[src/rtl/pc_sequencer.sv]
// Program-counter stage fed by SignExtender. It generates sequential fetch addresses,
// applies resolved branch targets, and holds a taken target while instruction memory stalls.
module pc_sequencer #(
    parameter int PC_WIDTH    = 64,
    parameter int INSTR_BYTES = 4
) (
    input  logic                CLK,
    input  logic                resetl,
    input  logic [PC_WIDTH-1:0] startPC,
    input  logic                fetch_ready,
    input  logic                br_valid,
    input  logic                Branch,
    input  logic                Uncondbranch,
    input  logic                Zero,
    input  logic [PC_WIDTH-1:0] issue_pc,
    input  logic [PC_WIDTH-1:0] SignExOut,
    output logic [PC_WIDTH-1:0] PC,
    output logic                fetch_req,
    output logic                redirect
);

    typedef enum logic [1:0] {
        IDLE = 2'd0,
        RUN  = 2'd1,
        PEND = 2'd2
    } state_t;

    localparam logic [PC_WIDTH-1:0] INCR = PC_WIDTH'(INSTR_BYTES);

    state_t              state;
    state_t              next_state;
    logic [PC_WIDTH-1:0] pend_pc;
    logic [PC_WIDTH-1:0] pc_next;
    logic [PC_WIDTH-1:0] pend_next;
    logic                redirect_next;
    logic                take;
    logic [PC_WIDTH-1:0] target;
    logic [PC_WIDTH-1:0] seq;

    // Unconditional wins whenever both branch controls are set.
    assign take   = br_valid & (Uncondbranch | (Branch & Zero));
    assign target = issue_pc + SignExOut;
    assign seq    = PC + INCR;

    always_ff @(posedge CLK) begin
        if (!resetl) begin
            state    <= IDLE;
            PC       <= startPC;
            pend_pc  <= '0;
            redirect <= 1'b0;
        end else begin
            state    <= next_state;
            PC       <= pc_next;
            pend_pc  <= pend_next;
            redirect <= redirect_next;
        end
    end

    always_comb begin
        next_state    = state;
        pc_next       = PC;
        pend_next     = pend_pc;
        redirect_next = 1'b0;
        case (state)
            IDLE: begin
                next_state = RUN;
            end
            RUN: begin
                if (fetch_ready) begin
                    if (take) begin
                        pc_next       = target;
                        redirect_next = 1'b1;
                    end else begin
                        pc_next = seq;
                    end
                end else if (take) begin
                    pend_next  = target;
                    next_state = PEND;
                end
            end
            // Branch info arriving here belongs to a wrong-path instruction.
            PEND: begin
                if (fetch_ready) begin
                    pc_next       = pend_pc;
                    redirect_next = 1'b1;
                    next_state    = RUN;
                end
            end
            default: begin
                next_state = IDLE;
            end
        endcase
    end

    always_comb begin
        fetch_req = 1'b0;
        case (state)
            RUN, PEND: fetch_req = 1'b1;
            default:   fetch_req = 1'b0;
        endcase
    end

endmodule

[config.mk]
export PLATFORM = sky130hd
export DESIGN_NAME = pc_sequencer
export DESIGN_NICKNAME = d
export VERILOG_FILES = /design/src/rtl/pc_sequencer.sv
export SDC_FILE = /design/constraint.sdc
export NUM_CORES = 1
export LEC_CHECK = 0
export ABC_AREA = 1
export CORE_UTILIZATION = 40
export DETAILED_ROUTE_END_ITERATION = 8
export GPL_TIMING_DRIVEN = 0
export SYNTH_ARGS = -nofsm -noshare
export SYNTH_HDL_FRONTEND = slang
export SYNTH_SLANG_ARGS = --single-unit
[constraint.sdc]
create_clock -name CLK -period 5.55 [get_ports CLK]
set_input_delay 1.3875 -clock CLK [delete_from_list [all_inputs] [get_ports CLK]]
set_output_delay 1.3875 -clock CLK [all_outputs]
set_load 0.05 [all_outputs]
### Word level (Yosys, flattened, before mapping)

Index checks and enable logic that the tools add are counted.

* $add $sub $neg: 2
* equal/unequal tests: 8
* muxes and demuxes: 14
* bitwise operators: 4
* reduce and logical (&&, ||, !) cells: 5

Operators by type and width (number)
* $mux W64: 4
* $pmux W64 S2: 1
* $add A64 B3 Y64 const B: 1
* $add A64 B64 Y64: 1
* $reduce_and A3 Y1: 3
* $mux W2: 3
* $ne A2 B2 Y1 const B: 3
* $ne A3 B3 Y1 const B: 2
* $pmux W2 S3: 1
* $mux W1: 4
* $ne A3 B1 Y1 const B: 1
* $and A1 B1 Y1: 2
* $eq A2 B1 Y1 const B: 1
* $eq A2 B2 Y1 const B: 1
* $logic_not A2 Y1: 1
* $pmux W1 S2: 1
* $reduce_or A2 Y1: 1
* $not A1 Y1: 1
* $or A1 B1 Y1: 1

* bits in registers: 131
* input bits: 199
* word-level logic and storage cells: 37

### Depth between registers and ports, before layout

Gate-level depths: netlist of run 1.

* word-level depth: 7
* depth in mapped cells: 18

### Worst setup path after synthesis of run 1

No wires, ideal clock.

* path type: input port to flip-flop
* from: input port resetl
* to: register PC[10] (enable)
* setup time: 0.834 ns
* arrival time: 3.370 ns
* path slack: 1.346 ns
* stages on the path: 3
* cells stage by stage: clkbuf_1 > clkbuf_1 > nand3_1

* cells in the longest elaborated chain, start to end: 2
* elaborated cells on any way between the ends: 4
* classes of those cells: 3 x eq/ne; 1 x reduce/logical

Ends and longest elaborated chain
* start, declared: line 8 `input logic resetl,`
* $ne A3 B1 Y1 (no source line) or $ne A3 B3 Y1 (tied branches)
* $reduce_and A3 Y1 (no source line) *
* end signal, assigned: line 48 `PC <= startPC;`
* end signal, assigned: line 53 `PC <= pc_next;`
* end, declared: line 17 `output logic [PC_WIDTH-1:0] PC,`

Mark *: on every way between the ends. The rest lies on a longest branch, timed or not.
A chain may end at the register's enable or synchronous reset.

==> flow_summary_export.csv, run 1 <==
group,metric,value,unit
outcome,status,"finished clean",
synth,synthCells,2396,
worst_setup_path,r2r_slack,2.72,ns
finish,stdcell_count,3148,
clock_network,clk_path_buf_depth,2,
sta,tightest_slew,0.895,ns
placed_design,buffer_ports.inserted,264,
sta,relSlewSlack,0.401,
finish,finalNetCount,2947,
synth,async_flop_share,0,
clock_network,post_cts_resized,0,
synth,synth_top_cell_area_share,0.208,
worst_hold_path,holdCritPathClass,"register to register",
sta,fmax,0.244,GHz
grt,grt_pass1_wl,93500,um
grt,grt-ovfl-total,0,
worst_setup_path,critPathRequiredTime,5.64,ns
synth,synth_fp_nets,2663,
power,leakagePower,8.90,nW
detailed_routing,firstDrtPassIters,5,
clock_network,numCtsBuffers,17,
clock_network,path_clk_slew,0.07,ns
sta,fin_crit_sh,0.738,
synth,ys_top_cells_by_area,"nand2_1 21%, edfxtp_1 14%, inv_1 11%",
finish,drive_gt1_frac,0.0423,
detailed_routing,drt_wl_total,62700,um
power,power_density,231,nW/um^2
worst_setup_path,cp_max_fo,10,
clock_network,post_cts_buffers,0,
placed_design,dpl.cell_count,3116,
floorplan,ioPinCount,265,
grt,grt_util_all_layers,0.351,
grt,grt_pass1_vias,15600,
synth,synth_cell_types,48,
floorplan,rows,68,
detailed_routing,ant_nets,0,
synth,synth.most_common_cell,"nand2_1",
detailed_routing,wl_per_cell,19.9,um
clock_network,cts_max_level,4,
detailed_routing,drt_iter0_markers,1639,
clock_network,cts_hold_buf,0,
grt,grt_max_degree,38,
finish,fillers,3660,
synth,synth_edf_count,64,
sta,rsz0062_at_grt,"no",
synth,synth-main-ff-cell,"dfxtp_1",
synth,syn_avg_cell_area,5.85,um^2
finish,num_antenna_cells,0,
worst_setup_path,setup.worst_path.start_class,"input pin",
grt,antenna_found_initial,0,
detailed_routing,drc,0,
synth,yosysWarnings,0,
worst_setup_path,cp_data_arrival_time,4.18,ns
sta,drv_slew,0,
synth,seq_area_frac_synth,0.233,
synth,yosysTopAreaCell,"nand2_1",
clock_network,clk_latency,0.44,ns
synth,synth-seq-cells,131,
sta,setup_viol,0,
floorplan,chipHeight,189,um
sta,finalHoldViolCount,0,
worst_setup_path,path_class,"input pin to register",
worst_setup_path,end_kind,"register",
sta,period_minus_slack,4.10,ns
detailed_routing,num_vias,16600,
clock_network,clock_sinks,131,
clock_network,clockRootBuffer,"clkbuf_16",
placed_design,dp_hpwl,54200,um
synth,synth_area,14000,um^2
synth,synth_common_cells,"777 x nand2_1, 409 x inv_1, 227 x nor2_1",
sta,hold_slack,0.469,ns
floorplan,die-area,35800,um^2
floorplan,start_util,0.406,
floorplan,coreArea,34500,um^2
run,max_cap_violations,0,
placed_design,gp_congestion,1.03,
clock_network,cts_tree,"done",
sta,finClkSkew,0.0117,ns
power,peakVddDrop,195,uV
finish,area_growth,27.5,%
detailed_routing,viasPerCell,5.28,
floorplan,die_width,189,um
[metal layers]
metal / up-vias / GRT usage / part of all wire
met5: - / 0 / 0
met4: 0 / 0.158 / 0.046
met3: 117 / 0.0321 / 0.069
met2: 839 / 0.585 / 0.46
met1: 7495 / 0.458 / 0.43
li1: 8182 / - / -
[per-stage QoR]
stage	cell area, um^2	power [mW]	worst slack, ns	utilization	TNS, ns
3_5_place_dp	17300	2.93	1.07	0.500	0
2_1_floorplan	14000	2.27	1.35	-	0
3_3_place_gp	17200	2.93	-0.796	0.499	-49.02
4_1_cts	17900	4.10	1.53	0.517	0
6_report	17900	4.14	1.45	0.517	0
5_1_grt	17900	4.31	1.34	0.517	0
[cell type report]
class                      count  area (um^2)  share of cell area
buffer                        58          235              0.0132
clock buffer                  20          478              0.0268
clock inverter                12          131             0.00735
inverter                     416         1560              0.0874
multi-input combinational   1791         8960               0.502
sequential                   131         3260               0.183
tap                          455          569              0.0319
timing repair buffer         265         2660               0.149
[where the power goes]
| group | switching, mW | leakage [nW] | internal [mW] |
|---|---|---|---|
| logic | 1.13 | 7.43 | 0.576 |
| clock network | 0.492 | 0.302 | 0.683 |
| registers | 0.121 | 1.17 | 1.13 |
| total | 1.74 | 8.90 | 2.39 |
[worst max-delay path: stages]
cell and delay (ns):
clkdlybuf4s50_1 0.40, a21o_1 0.17, nand2_1 0.16, buf_2 0.28, clkinv_1 0.35, clkbuf_1 0.34, nor2_1 0.75, a31oi_1 0.33
[cells by family after synthesis]
logic type | share of synthesized area
XOR/XNOR | 0.0406
flip-flops | 0.233
AND/OR/NAND/NOR | 0.396
AO/OA/AOI/OAI | 0.141
adder cells (fa/ha/maj) | 0.0613
buffers and inverters | 0.128
[cells in the final DEF, fill, tap and decap left out, drive strengths merged, types with 26 or more instances in the layout]
master	synthesis	layout
a21oi	177	177
clkbuf	47	67
clkdlybuf4s50	0	264
dfxtp	67	67
edfxtp	64	64
ha	67	67
inv	415	422
nand2	796	796
nand3	162	162
nand4	26	26
nor2	249	249
nor3	52	52
o211ai	27	27
o21ai	76	76
o21bai	37	37
xor2	53	53
[state kept, by name (all words and copies together), names as in the netlist]
signal,count
redirect,1
PC,64
pend_pc,64
state,2
[worst paths after layout]
kind	start	end	depth (start not counted)
max	Branch	PC[1]	8
min	pend_pc[2]	pend_pc[2]	2
max reg2reg	state[0]	PC[1]	7
min reg2reg	pend_pc[2]	pend_pc[2]	2
Power figures use the tool's default switching activity.
==> run 2, diff against run 1 <==
- PLACE_DENSITY: unset -> 0.66
- clock period: 5.55 -> 3.73 ns (I/O delays scaled with it)
==> flow_summary_export.csv, run 2 (synthesis results as in run 1) <==
group,metric,value,unit
grt,antenna_found_initial,1,
grt,grt_pass1_wl,91900,um
sta,relSlewSlack,0.352,
worst_setup_path,r2r-start,"state[0]",
sta,finClkSkew,0.0105,ns
clock_network,post_cts_buffers,0,
finish,stdcell_count,3148,
placed_design,dpl.cell_count,3116,
floorplan,coreArea,34500,um^2
power,peakVddDrop,327,uV
finish,fin_area,17800,um^2
worst_hold_path,hp-start,"pend_pc[2]",
grt,grt_max_degree,33,
floorplan,rows,68,
finish,area_growth,27.1,%
detailed_routing,drt_wl_total,62200,um
finish,final_common_cell,"nand2_1",
clock_network,cts_tree,"done",
run,max_cap_violations,0,
worst_setup_path,reg2reg_to,"PC[0]",
grt,grt-ovfl-total,0,
worst_hold_path,worstHoldPathCells,2,
detailed_routing,viasPerCell,5.28,
floorplan,ioPinCount,265,
placed_design,buffer_ports.inserted,264,
worst_setup_path,path_class,"input pin to register",
detailed_routing,num_vias,16600,
worst_setup_path,setup.worst_path.start_class,"input pin",
outcome,status,"finished, violations left",
clock_network,path_clk_slew,0.06,ns
worst_setup_path,crit_slowest_cell,"nor2_1",
grt,grt_pass1_vias,15600,
sta,fin_crit_sh,1.00,
sta,finalHoldViolCount,0,
floorplan,start_util,0.406,
floorplan,chipHeight,189,um
grt,grt_util_all_layers,0.347,
clock_network,clockRootBuffer,"clkbuf_16",
worst_hold_path,holdCritPathClass,"register to register",
floorplan,die_width,189,um
sta,setup_viol,2,
worst_setup_path,r2r_cells,7,
outcome,violations,"setup timing",
detailed_routing,firstDrtPassIters,7,
worst_setup_path,cp_max_fo,10,
power,power_density,336,nW/um^2
sta,tightest_slew,0.968,ns
clock_network,clk_path_buf_depth,2,
worst_setup_path,crit_family,"buffers and inverters",
sta,fin_ws,-0.00227,ns
sta,period_minus_slack,3.73,ns
worst_setup_path,critPathRequiredTime,3.82,ns
clock_network,clock_sinks,131,
worst_hold_path,min_to,"pend_pc[2]",
sta,fin_setup_tns,-0.00454,ns
worst_setup_path,crit_chain,"clkdlybuf4s50_1, a21o_1, nand2_1, buf_2, clkinv_1, clkbuf_1, nor2_1, a31oi_1",
finish,top_regs,"PC (64), pend_pc (64), state (2)",
finish,drive_gt1_frac,0.0408,
power,total_power,5.99,mW
clock_network,numCtsBuffers,17,
worst_setup_path,r2r_slack,0.89,ns
floorplan,die-area,35800,um^2
finish,num_antenna_cells,0,
worst_setup_path,path_buf_inv,4,
placed_design,gp_congestion,1.09,
finish,fin_util,0.515,
clock_network,clk_latency,0.44,ns
clock_network,cts_hold_buf,0,
worst_setup_path,cp_data_arrival_time,3.82,ns
sta,rsz0062_at_grt,"no",
power,leakagePower,8.87,nW
sta,drv_slew,0,
clock_network,cts_max_level,4,
placed_design,dp_hpwl,53700,um
detailed_routing,wl_per_cell,19.7,um
finish,finalNetCount,2947,
worst_setup_path,end_kind,"register",
placed_design,dpl_cell_area,17300,um^2
detailed_routing,drt_iter0_markers,1551,
finish,final_cell_mix,"777 x nand2_1, 409 x inv_1, 264 x clkdlybuf4s50_1, 227 x nor2_1, 173 x a21oi_1",
detailed_routing,drc,0,
detailed_routing,ant_nets,0,
clock_network,post_cts_resized,0,
sta,fmax,0.268,GHz
worst_setup_path,crit_path_max_incr_delay,0.80,ns
==> run 2: changes by cell type in the layout (fill, tap and decap cells not counted) <==
cell       previous run  this run
bufinv_16             1         0
clkbuf_1             47        51
clkbuf_8              2         1
inv_4                 0         3
inv_6                 5         2
inv_8                 2         0
==> run 2: cell type report <==
class	instances	area [um^2]
repair buffers	265	2660
clock inverters	9	71.3
flip-flops and latches	131	3260
inverters	416	1560
multi-input cells	1791	8960
fillers	3738	16700
plain buffers	58	235
well taps	455	569
clock buffers	23	479
==> run 2: metrics by stage <==
step,setup WS (ns),hold WS (ns)
after floorplan,0.763,0.430
after detailed placement,-0.319,0.460
after CTS,0.134,0.469
final,-0.00227,0.479
after global placement,-0.992,0.445
after global routing,0.0238,0.512
==> run 2: worst max-delay path by stage <==
stage,start,endpoint,slack [ns],cells past startpoint
after floorplan,resetl,PC[10],0.76,3
after global placement,resetl,PC[8],-0.99,4
after detailed placement,Branch,PC[1],-0.32,8
after CTS,Branch,PC[1],0.13,8
after global routing,Branch,PC[1],0.02,8
final,Branch,PC[0],-0.002,8
==> run 2: worst min-delay path, cell delays in order (launching register included) <==
cell and delay (ns):
dfxtp_1 0.30, inv_1 0.07, a21oi_1 0.06
==> run 2: metal layers <==
metal | up-vias | part of all wire | GRT usage
li1 | 8176 | - | -
met1 | 7544 | 0.42 | 0.451
met2 | 770 | 0.45 | 0.574
met3 | 137 | 0.072 | 0.0313
met4 | 0 | 0.050 | 0.171
met5 | - | 0 | 0
==> run 2: report_power, final <==
group	internal (mW)	switching (mW)	leakage, nW
combinational	0.857	1.67	7.43
sequential	1.69	0.179	1.17
clock	0.915	0.677	0.273
